==> src/rtl/m_mem_unit.sv <==
// M-stage data-memory access unit: address checking, req/ack bus sequencing,
// store lane steering and load extension for the P7 pipeline.
module m_mem_unit #(
    parameter logic [31:0] DM_TOP   = 32'h0000_2FFF,
    parameter logic [4:0]  EXC_ADEL = 5'd4,
    parameter logic [4:0]  EXC_ADES = 5'd5
) (
    input  logic        clk,
    input  logic        rst,
    input  logic        Req,
    input  logic [3:0]  M_memop,
    input  logic [31:0] M_addr,
    input  logic [31:0] M_wdata,
    output logic [31:0] M_DMRD,
    output logic        M_stall,
    output logic [4:0]  M_exc,
    output logic        m_data_req,
    output logic [31:0] m_data_addr,
    output logic [31:0] m_data_wdata,
    output logic [3:0]  m_data_byteen,
    input  logic        m_data_ack,
    input  logic [31:0] m_data_rdata
);

    localparam logic [3:0] OP_LW  = 4'd1;
    localparam logic [3:0] OP_LH  = 4'd2;
    localparam logic [3:0] OP_LHU = 4'd3;
    localparam logic [3:0] OP_LB  = 4'd4;
    localparam logic [3:0] OP_LBU = 4'd5;
    localparam logic [3:0] OP_SW  = 4'd6;
    localparam logic [3:0] OP_SH  = 4'd7;
    localparam logic [3:0] OP_SB  = 4'd8;

    typedef enum logic [1:0] {IDLE, BUSY, DONE} state_t;

    state_t      state_reg, state_next;
    logic        drop_reg;
    logic [3:0]  op_reg;
    logic [1:0]  lane_reg;

    logic        is_load, is_store, is_word, is_half, misaligned;
    logic        in_dm, in_timer, in_intgen, bad_addr, launch;
    logic [4:0]  exc_code;
    logic [3:0]  st_en;
    logic [31:0] st_data;
    logic [7:0]  rd_byte [4];
    logic [7:0]  ld_byte;
    logic [15:0] ld_half;
    logic [31:0] ld_ext;

    // ---------------- operation decode and address checks ----------------
    assign is_load  = (M_memop >= OP_LW) && (M_memop <= OP_LBU);
    assign is_store = (M_memop >= OP_SW) && (M_memop <= OP_SB);
    assign is_word  = (M_memop == OP_LW) || (M_memop == OP_SW);
    assign is_half  = (M_memop == OP_LH) || (M_memop == OP_LHU) || (M_memop == OP_SH);

    assign misaligned = is_word ? (M_addr[1:0] != 2'b00) : (is_half & M_addr[0]);

    assign in_dm     = (M_addr <= DM_TOP);
    assign in_timer  = ((M_addr >= 32'h0000_7F00) && (M_addr <= 32'h0000_7F0B)) ||
                       ((M_addr >= 32'h0000_7F10) && (M_addr <= 32'h0000_7F1B));
    assign in_intgen = (M_addr >= 32'h0000_7F20) && (M_addr <= 32'h0000_7F23);

    // Timer registers are word-only, and their count registers are read-only.
    assign bad_addr = misaligned
                    || !(in_dm || in_timer || in_intgen)
                    || (in_timer && !is_word)
                    || (is_store && ((M_addr == 32'h0000_7F08) || (M_addr == 32'h0000_7F18)));

    assign exc_code = !bad_addr ? 5'd0 : (is_store ? EXC_ADES : EXC_ADEL);

    assign M_exc   = (!rst && state_reg == IDLE && (is_load || is_store)) ? exc_code : 5'd0;
    assign launch  = (state_reg == IDLE) && (is_load || is_store) && (exc_code == 5'd0) && !Req;
    assign M_stall = !rst && (launch || state_reg == BUSY);

    // ---------------- store lane steering / read lane split ----------------
    genvar gi;
    generate
        for (gi = 0; gi < 4; gi++) begin : g_lane
            assign rd_byte[gi] = m_data_rdata[8*gi +: 8];
        end
    endgenerate

    always_comb begin
        st_en   = 4'b0000;
        st_data = 32'd0;
        case (M_memop)
            OP_SW: begin
                st_en   = 4'b1111;
                st_data = M_wdata;
            end
            OP_SH: begin
                st_en   = M_addr[1] ? 4'b1100 : 4'b0011;
                st_data = {2{M_wdata[15:0]}};
            end
            OP_SB: begin
                st_en   = 4'b0001 << M_addr[1:0];
                st_data = {4{M_wdata[7:0]}};
            end
            default: ;
        endcase
    end

    always_comb begin
        ld_byte = rd_byte[lane_reg];
        ld_half = lane_reg[1] ? m_data_rdata[31:16] : m_data_rdata[15:0];
        case (op_reg)
            OP_LH:   ld_ext = {{16{ld_half[15]}}, ld_half};
            OP_LHU:  ld_ext = {16'd0, ld_half};
            OP_LB:   ld_ext = {{24{ld_byte[7]}}, ld_byte};
            OP_LBU:  ld_ext = {24'd0, ld_byte};
            default: ld_ext = m_data_rdata;
        endcase
    end

    // ---------------- FSM ----------------
    always_ff @(posedge clk or posedge rst) begin
        if (rst) state_reg <= IDLE;
        else     state_reg <= state_next;
    end

    always_comb begin
        state_next = state_reg;
        case (state_reg)
            IDLE:    if (launch) state_next = BUSY;
            BUSY:    if (m_data_ack) state_next = DONE;
            default: state_next = IDLE;
        endcase
    end

    // ---------------- bus and result registers ----------------
    always_ff @(posedge clk or posedge rst) begin
        if (rst) begin
            M_DMRD        <= 32'd0;
            m_data_req    <= 1'b0;
            m_data_addr   <= 32'd0;
            m_data_wdata  <= 32'd0;
            m_data_byteen <= 4'd0;
            drop_reg      <= 1'b0;
            op_reg        <= 4'd0;
            lane_reg      <= 2'd0;
        end else begin
            case (state_reg)
                IDLE: begin
                    drop_reg <= 1'b0;
                    if (launch) begin
                        m_data_req    <= 1'b1;
                        m_data_addr   <= {M_addr[31:2], 2'b00};
                        m_data_wdata  <= st_data;
                        m_data_byteen <= st_en;
                        op_reg        <= M_memop;
                        lane_reg      <= M_addr[1:0];
                    end
                end
                BUSY: begin
                    // A cancelled access still has to finish on the bus.
                    if (Req) drop_reg <= 1'b1;
                    if (m_data_ack) begin
                        m_data_req <= 1'b0;
                        if ((op_reg >= OP_LW) && (op_reg <= OP_LBU) && !drop_reg && !Req)
                            M_DMRD <= ld_ext;
                    end
                end
                default: ;
            endcase
        end
    end

endmodule

==> config.mk <==
export PLATFORM = sky130hd
export DESIGN_NAME = m_mem_unit
export DESIGN_NICKNAME = d
export VERILOG_FILES = /design/src/rtl/m_mem_unit.sv
export SDC_FILE = /design/constraint.sdc
export NUM_CORES = 1
export LEC_CHECK = 0
export BUFFER_PORTS_ARGS = -buffer_cell sky130_fd_sc_hd__buf_2
export CAP_MARGIN = 20
export CORE_MARGIN = 2
export CORE_UTILIZATION = 49
export DETAILED_ROUTE_END_ITERATION = 6
export PLACE_DENSITY = 0.8
export SYNTH_ARGS = -nofsm -noshare
export SYNTH_HDL_FRONTEND = slang
export SYNTH_SLANG_ARGS = --single-unit
==> constraint.sdc <==
create_clock -name clk -period 10.9 [get_ports clk]
set_clock_uncertainty 0.1 [all_clocks]
set_input_delay 2.18 -clock clk [delete_from_list [all_inputs] [get_ports clk]]
set_output_delay 2.18 -clock clk [all_outputs]
set_load 0.01 [all_outputs]
# Word level (Yosys, flattened, before mapping)
# Cells that the tools add are included.
[classes]
order_cmp = 14
n_reduce_logical = 42
n_shift = 1
bitwise_logic = 2
mux = 20
eq_ne = 16
[ops]
columns = ["op", "n"]
rows = [
  ["32-bit case mux with 4 select lines", 1],
  ["32-bit by 15-bit greater-or-equal comparator with 1-bit output (second input constant)", 3],
  ["32-bit by 15-bit less-or-equal comparator with 1-bit output (second input constant)", 3],
  ["32-bit case mux with 3 select lines", 1],
  ["32-bit by 15-bit == test with 1-bit output (second input constant)", 2],
  ["32-bit by 14-bit less-or-equal comparator with 1-bit output (second input constant)", 1],
  ["8-bit binary-select mux with 2-bit select", 1],
  ["4-bit by 2-bit == test with 1-bit output (second input constant)", 4],
  ["4-bit by 3-bit == test with 1-bit output (second input constant)", 4],
  ["1-bit logical AND", 16],
  ["16-bit 2-to-1 mux", 1],
  ["8-bit 2-to-1 mux", 2],
  ["1-bit logical OR", 12],
  ["4-bit case mux with 3 select lines", 1],
  ["4-bit by 1-bit greater-or-equal comparator with 1-bit output (second input constant)", 2],
  ["4-bit by 3-bit less-or-equal comparator with 1-bit output (second input constant)", 2],
  ["3-bit 2-to-1 mux", 2],
  ["2-bit != test (second input constant)", 3],
  ["2-bit AND reduction", 3],
  ["3-bit AND reduction", 2],
  ["1-bit zero test", 5],
  ["5-bit zero test", 1],
  ["1-bit 2-to-1 mux", 5],
  ["4-bit by 1-bit == test with 1-bit output (second input constant)", 1],
  ["other kinds (14)", 17],
]
[word_totals]
input_bits = 104
elab_cells = 104
regBits = 108
out_inout_bits = 107

# Depth between registers and ports, before layout
[logic_depth]
ltp_word = 15
mapped_depth = 9

# Worst setup path after synthesis
# Ideal clock, no wire load.
[synth_path]
path_type = "input to output"
startpoint = "in M_memop[0]"
endpoint = "out M_stall"
n_path_buf = 2
path_stages = 7
required_ps = 8620
arrival_ps = 3989
path_slack_ps = 4631
cell_sequence = "buf_6 -> o31a_1 -> or4_4 -> a211oi_2 -> or4b_4 -> buf_6 -> a21oi_2"
[synth_via]
elab_chain_cells = 14
[synth_rtl]
columns = ["element", "line_no", "rtl"]
rows = [
  ["from (decl)", "11", "input logic [3:0] M_memop,"],
  ["4-bit by 2-bit == test with 1-bit output", "55", "assign is_half = (M_memop == OP_LH) || (M_memop == OP_LHU) || (M_memop == OP_SH);"],
  ["1-bit logical OR (2 in series)", "55", ""],
  ["1-bit bitwise AND", "57", "assign misaligned = is_word ? (M_addr[1:0] != 2'b00) : (is_half & M_addr[0]);"],
  ["1-bit 2-to-1 mux", "57", ""],
  ["1-bit logical OR", "66", "|| !(in_dm || in_timer || in_intgen)"],
  ["1-bit logical OR", "67", "|| (in_timer && !is_word)"],
  ["1-bit logical OR", "68", "|| (is_store && ((M_addr == 32'h0000_7F08) || (M_addr == 32'h0000_7F18)));"],
  ["3-bit 2-to-1 mux", "70", "assign exc_code = !bad_addr ? 5'd0 : (is_store ? EXC_ADES : EXC_ADEL);"],
  ["5-bit zero test", "73", "assign launch = (state_reg == IDLE) && (is_load || is_store) && (exc_code == 5'd0) && !Req;"],
  ["1-bit logical AND (*) (2 in series)", "73", ""],
  ["1-bit logical OR (*)", "74", "assign M_stall = !rst && (launch || state_reg == BUSY);"],
  ["1-bit logical AND (*)", "74", ""],
  ["to (decl)", "15", "output logic M_stall,"],
]
# Mark *: on every way between the ends. The rest lies on a longest branch, timed or not.

# Worst setup path in the final report
[layout_path]
startpoint = "in M_memop[0]"
endpoint = "out M_exc[0]"
[layout_via]
elab_chain_cells = 10
[layout_rtl]
columns = ["element", "line_no", "rtl"]
rows = [
  ["4-bit by 2-bit == test with 1-bit output", "55", ""],
  ["1-bit logical OR (2 in series)", "55", ""],
  ["1-bit bitwise AND", "57", ""],
  ["1-bit 2-to-1 mux", "57", ""],
  ["1-bit logical OR", "66", ""],
  ["1-bit logical OR", "67", ""],
  ["1-bit logical OR", "68", ""],
  ["3-bit 2-to-1 mux", "70", ""],
  ["3-bit 2-to-1 mux (*)", "72", "assign M_exc = (!rst && state_reg == IDLE && (is_load || is_store)) ? exc_code : 5'd0;"],
  ["to (decl)", "16", "output logic [4:0] M_exc,"],
]
# Marks and branches as above.

==> impl_metrics.py <==
metrics = {
    "global_route": {
        "grt_pass1_vias": 4633,
        "grt_pass1_wl_um": 23500,
        "antenna_found_initial": 0,
        "grt_max_degree": 75,
        "grt_overflow": 0,
        "grt.total_usage": 0.234,
    },
    "sta": {
        "finalCriticalPeriod_ps": 6930,
        "finalSetupTns_ps": 0,
        "hold_viol_final": 0,
        "finalCritPeriodShare": 0.636,
        "setup_viol": 0,
        "drv_slew": 0,
        "fmax_mhz": 144,
        "rsz0062_at_grt": "no",
        "timing.max_slew.rel_slack": 0.226,
        "tightestPinTransition_ps": 1160,
    },
    "critical_path": {
        "crit_fanout": 20,
        "critPathArrivalTime_ps": 4650,
        "crit_type": "in2out",
        "cp_data_required_time_ps": 8620,
        "r2r_start": "state_reg[1]",
        "cp-startpoint": "M_memop[0]",
        "endpoint_kind": "output pin",
        "rrSetupSlack_ps": 7850,
        "setup.worst_path.start_class": "input port",
    },
    "power_and_ir_drop": {
        "p_clk_frac": 0.406,
        "vdd_ir_drop_max_v": 0.0000771,
        "switching_share": 0.243,
        "p_int_mw": 0.626,
        "power_frac_comb": 0.097,
        "power_frac_seq": 0.497,
        "p_switching_mw": 0.200,
        "power_leakage_nw": 3.72,
        "powerDensity_nw_per_um2": 119,
        "total_power_mw": 0.826,
    },
    "clock_network": {
        "hold_buffers": 0,
        "cts_sinks": 108,
        "cts_buffers": 9,
        "path_clk_slew_ps": 60,
        "h-tree-depth": 3,
        "cts_buffer_depth": 2,
        "post-cts-setup-buffers": 0,
        "cts_tree": "yes",
        "cts_resized": 0,
        "cts-root-buf": "clkbuf_16",
        "clock_latency_ps": 340,
    },
    "route": {
        "drt_wl_total_um": 14900,
        "firstDrtPassIters": 6,
        "routed_via_density": 5.58,
        "drc": 0,
        "wl_per_cell_um": 17.4,
        "drt-initial-drc-count": 516,
        "num_vias": 4775,
        "drt.antenna.violating_nets": 0,
    },
    "yosys": {
        "synth_flop_cell": "dfrtp_1",
        "syn-cell-area_um2": 5650,
        "yosysUniqueCellTypes": 56,
        "syn_area_per_cell_um2": 10.8,
        "ys_warn_count": 0,
        "synth-seq-cells": 108,
        "synth_async_sr_flop_share": 1.00,
        "synth_edf_count": 0,
        "synthesis.instances": 522,
        "yosysSeqAreaShare": 0.479,
    },
    "floorplan": {
        "die_x_um": 111,
        "dieArea_um2": 12400,
        "initial_core_util": 0.499,
        "io_pins": 211,
        "coreArea_um2": 11300,
        "dieHeight_um": 111,
        "fp-row-count": 39,
    },
    "worst_hold_path": {
        "worstHoldStart": "m_data_req",
        "hold_class": "reg2reg",
    },
    "placed_design": {
        "io_buffers": 205,
        "hpwlAfterDp_um": 11000,
        "globalplace.congestion": 0.933,
    },
    "finish": {
        "seq_area_um2": 2700,
        "drive_above_1_share": 0.426,
        "final_nets": 811,
        "n_antenna_cell": 0,
        "fillers": 938,
        "area_delta_synth_final_pct": 23.1,
        "multi_input_area_um2": 2640,
        "reg.largest.list": "M_DMRD: 32 flops, m_data_wdata: 32 flops, m_data_addr: 30 flops",
    },
    "flow_run": {
        "max_cap_viol_count": 0,
    },
    "status": {
        "status": "completed",
    },
}
==> final timing paths <==
path | end | cells past startpoint
max in group asynchronous | M_DMRD[31] | 3
max reg2reg | M_DMRD[23] | 6
min in group asynchronous | m_data_wdata[22] | 2
min reg2reg | m_data_req | 2
max | M_exc[0] | 7
min | m_data_req | 2
==> cell usage in the layout (no fill, tap or decap), types with 3 or more instances in the layout <==
master     instances
a21oi_1           50
nor2_1            40
a22o_1             8
o21ai_0           17
mux2_4            43
o22ai_1            4
o2bb2ai_1          5
buf_2            205
a31oi_1            4
mux2_2             4
nand2_1           57
mux2i_1           24
buf_4              4
conb_1             5
nor3_1             7
and2_4            17
dfrtp_1          108
nand2b_1           5
or2_2              3
inv_1             15
nor4_1             4
a22oi_1            5
nor2b_1           15
nand3b_1           3
a21o_1             5
clkbuf_16          9
nor4b_1            4
==> power by group through the flow <==
stage / logic, mW / clock network (mW) / registers, mW
floorplan: 0.0367 / 0 / 0.421
global placement: 0.0770 / 0 / 0.418
detailed placement: 0.0796 / 0 / 0.418
CTS: 0.0801 / 0.342 / 0.410
global route: 0.0879 / 0.362 / 0.411
finish: 0.0801 / 0.336 / 0.410
==> cell usage after synthesis, types with 7 or more instances <==
cell / n / area share
dfrtp_1: 108 / 0.48
nand2_1: 57 / 0.038
nor3_1: 7 / 0.0062
nor2_1: 40 / 0.027
and2_4: 17 / 0.026
nor2b_1: 15 / 0.017
inv_1: 16 / 0.011
a21oi_1: 50 / 0.044
mux2_4: 43 / 0.11
mux2i_1: 24 / 0.043
a22o_1: 8 / 0.012
clkbuf_1: 19 / 0.013
o21ai_0: 17 / 0.015
==> kinds of logic after synthesis <==
logic type,synth area share
multiplexers,0.169
XOR/XNOR,0.00155
AO/OA/AOI/OAI,0.126
AND/OR/NAND/NOR,0.165
buffers and inverters,0.0603
other,0.000664
flip-flops,0.479
==> stage by stage <==
step	instance area, µm²	utilization	setup slack [ps]	hold slack [ps]	cells
global route	6950	0.614	3900	408	855
finish	6950	0.614	3970	378	855
global placement	6640	0.587	4190	363	839
CTS	6950	0.614	4050	381	855
detailed placement	6640	0.587	4060	362	839
floorplan	5660	-	4630	394	526
==> worst max-delay path: stages <==
cell and delay [ps]:
buf_2 250, nor4b_2 840, o2111ai_1 250, mux2i_1 400, nor4b_1 140, nor4b_1 370, buf_2 200
==> cell type report <==
cell class / instances / area share
Sequential cell: 108 / 0.389
Multi-Input combinational cell: 363 / 0.380
Timing Repair Buffer: 209 / 0.152
Clock buffer: 10 / 0.0344
Tap cell: 143 / 0.0257
Clock inverter: 6 / 0.00990
Inverter: 16 / 0.00900
==> layer usage <==
metal	global-route usage	vias up	part of all wire
met3	0.0561	28	0.081
met2	0.386	263	0.49
met5	0	-	0
met1	0.307	2292	0.41
met4	0.0741	0	0.022
li1	-	2192	-
No activity file was read; power rests on OpenSTA's default activity.
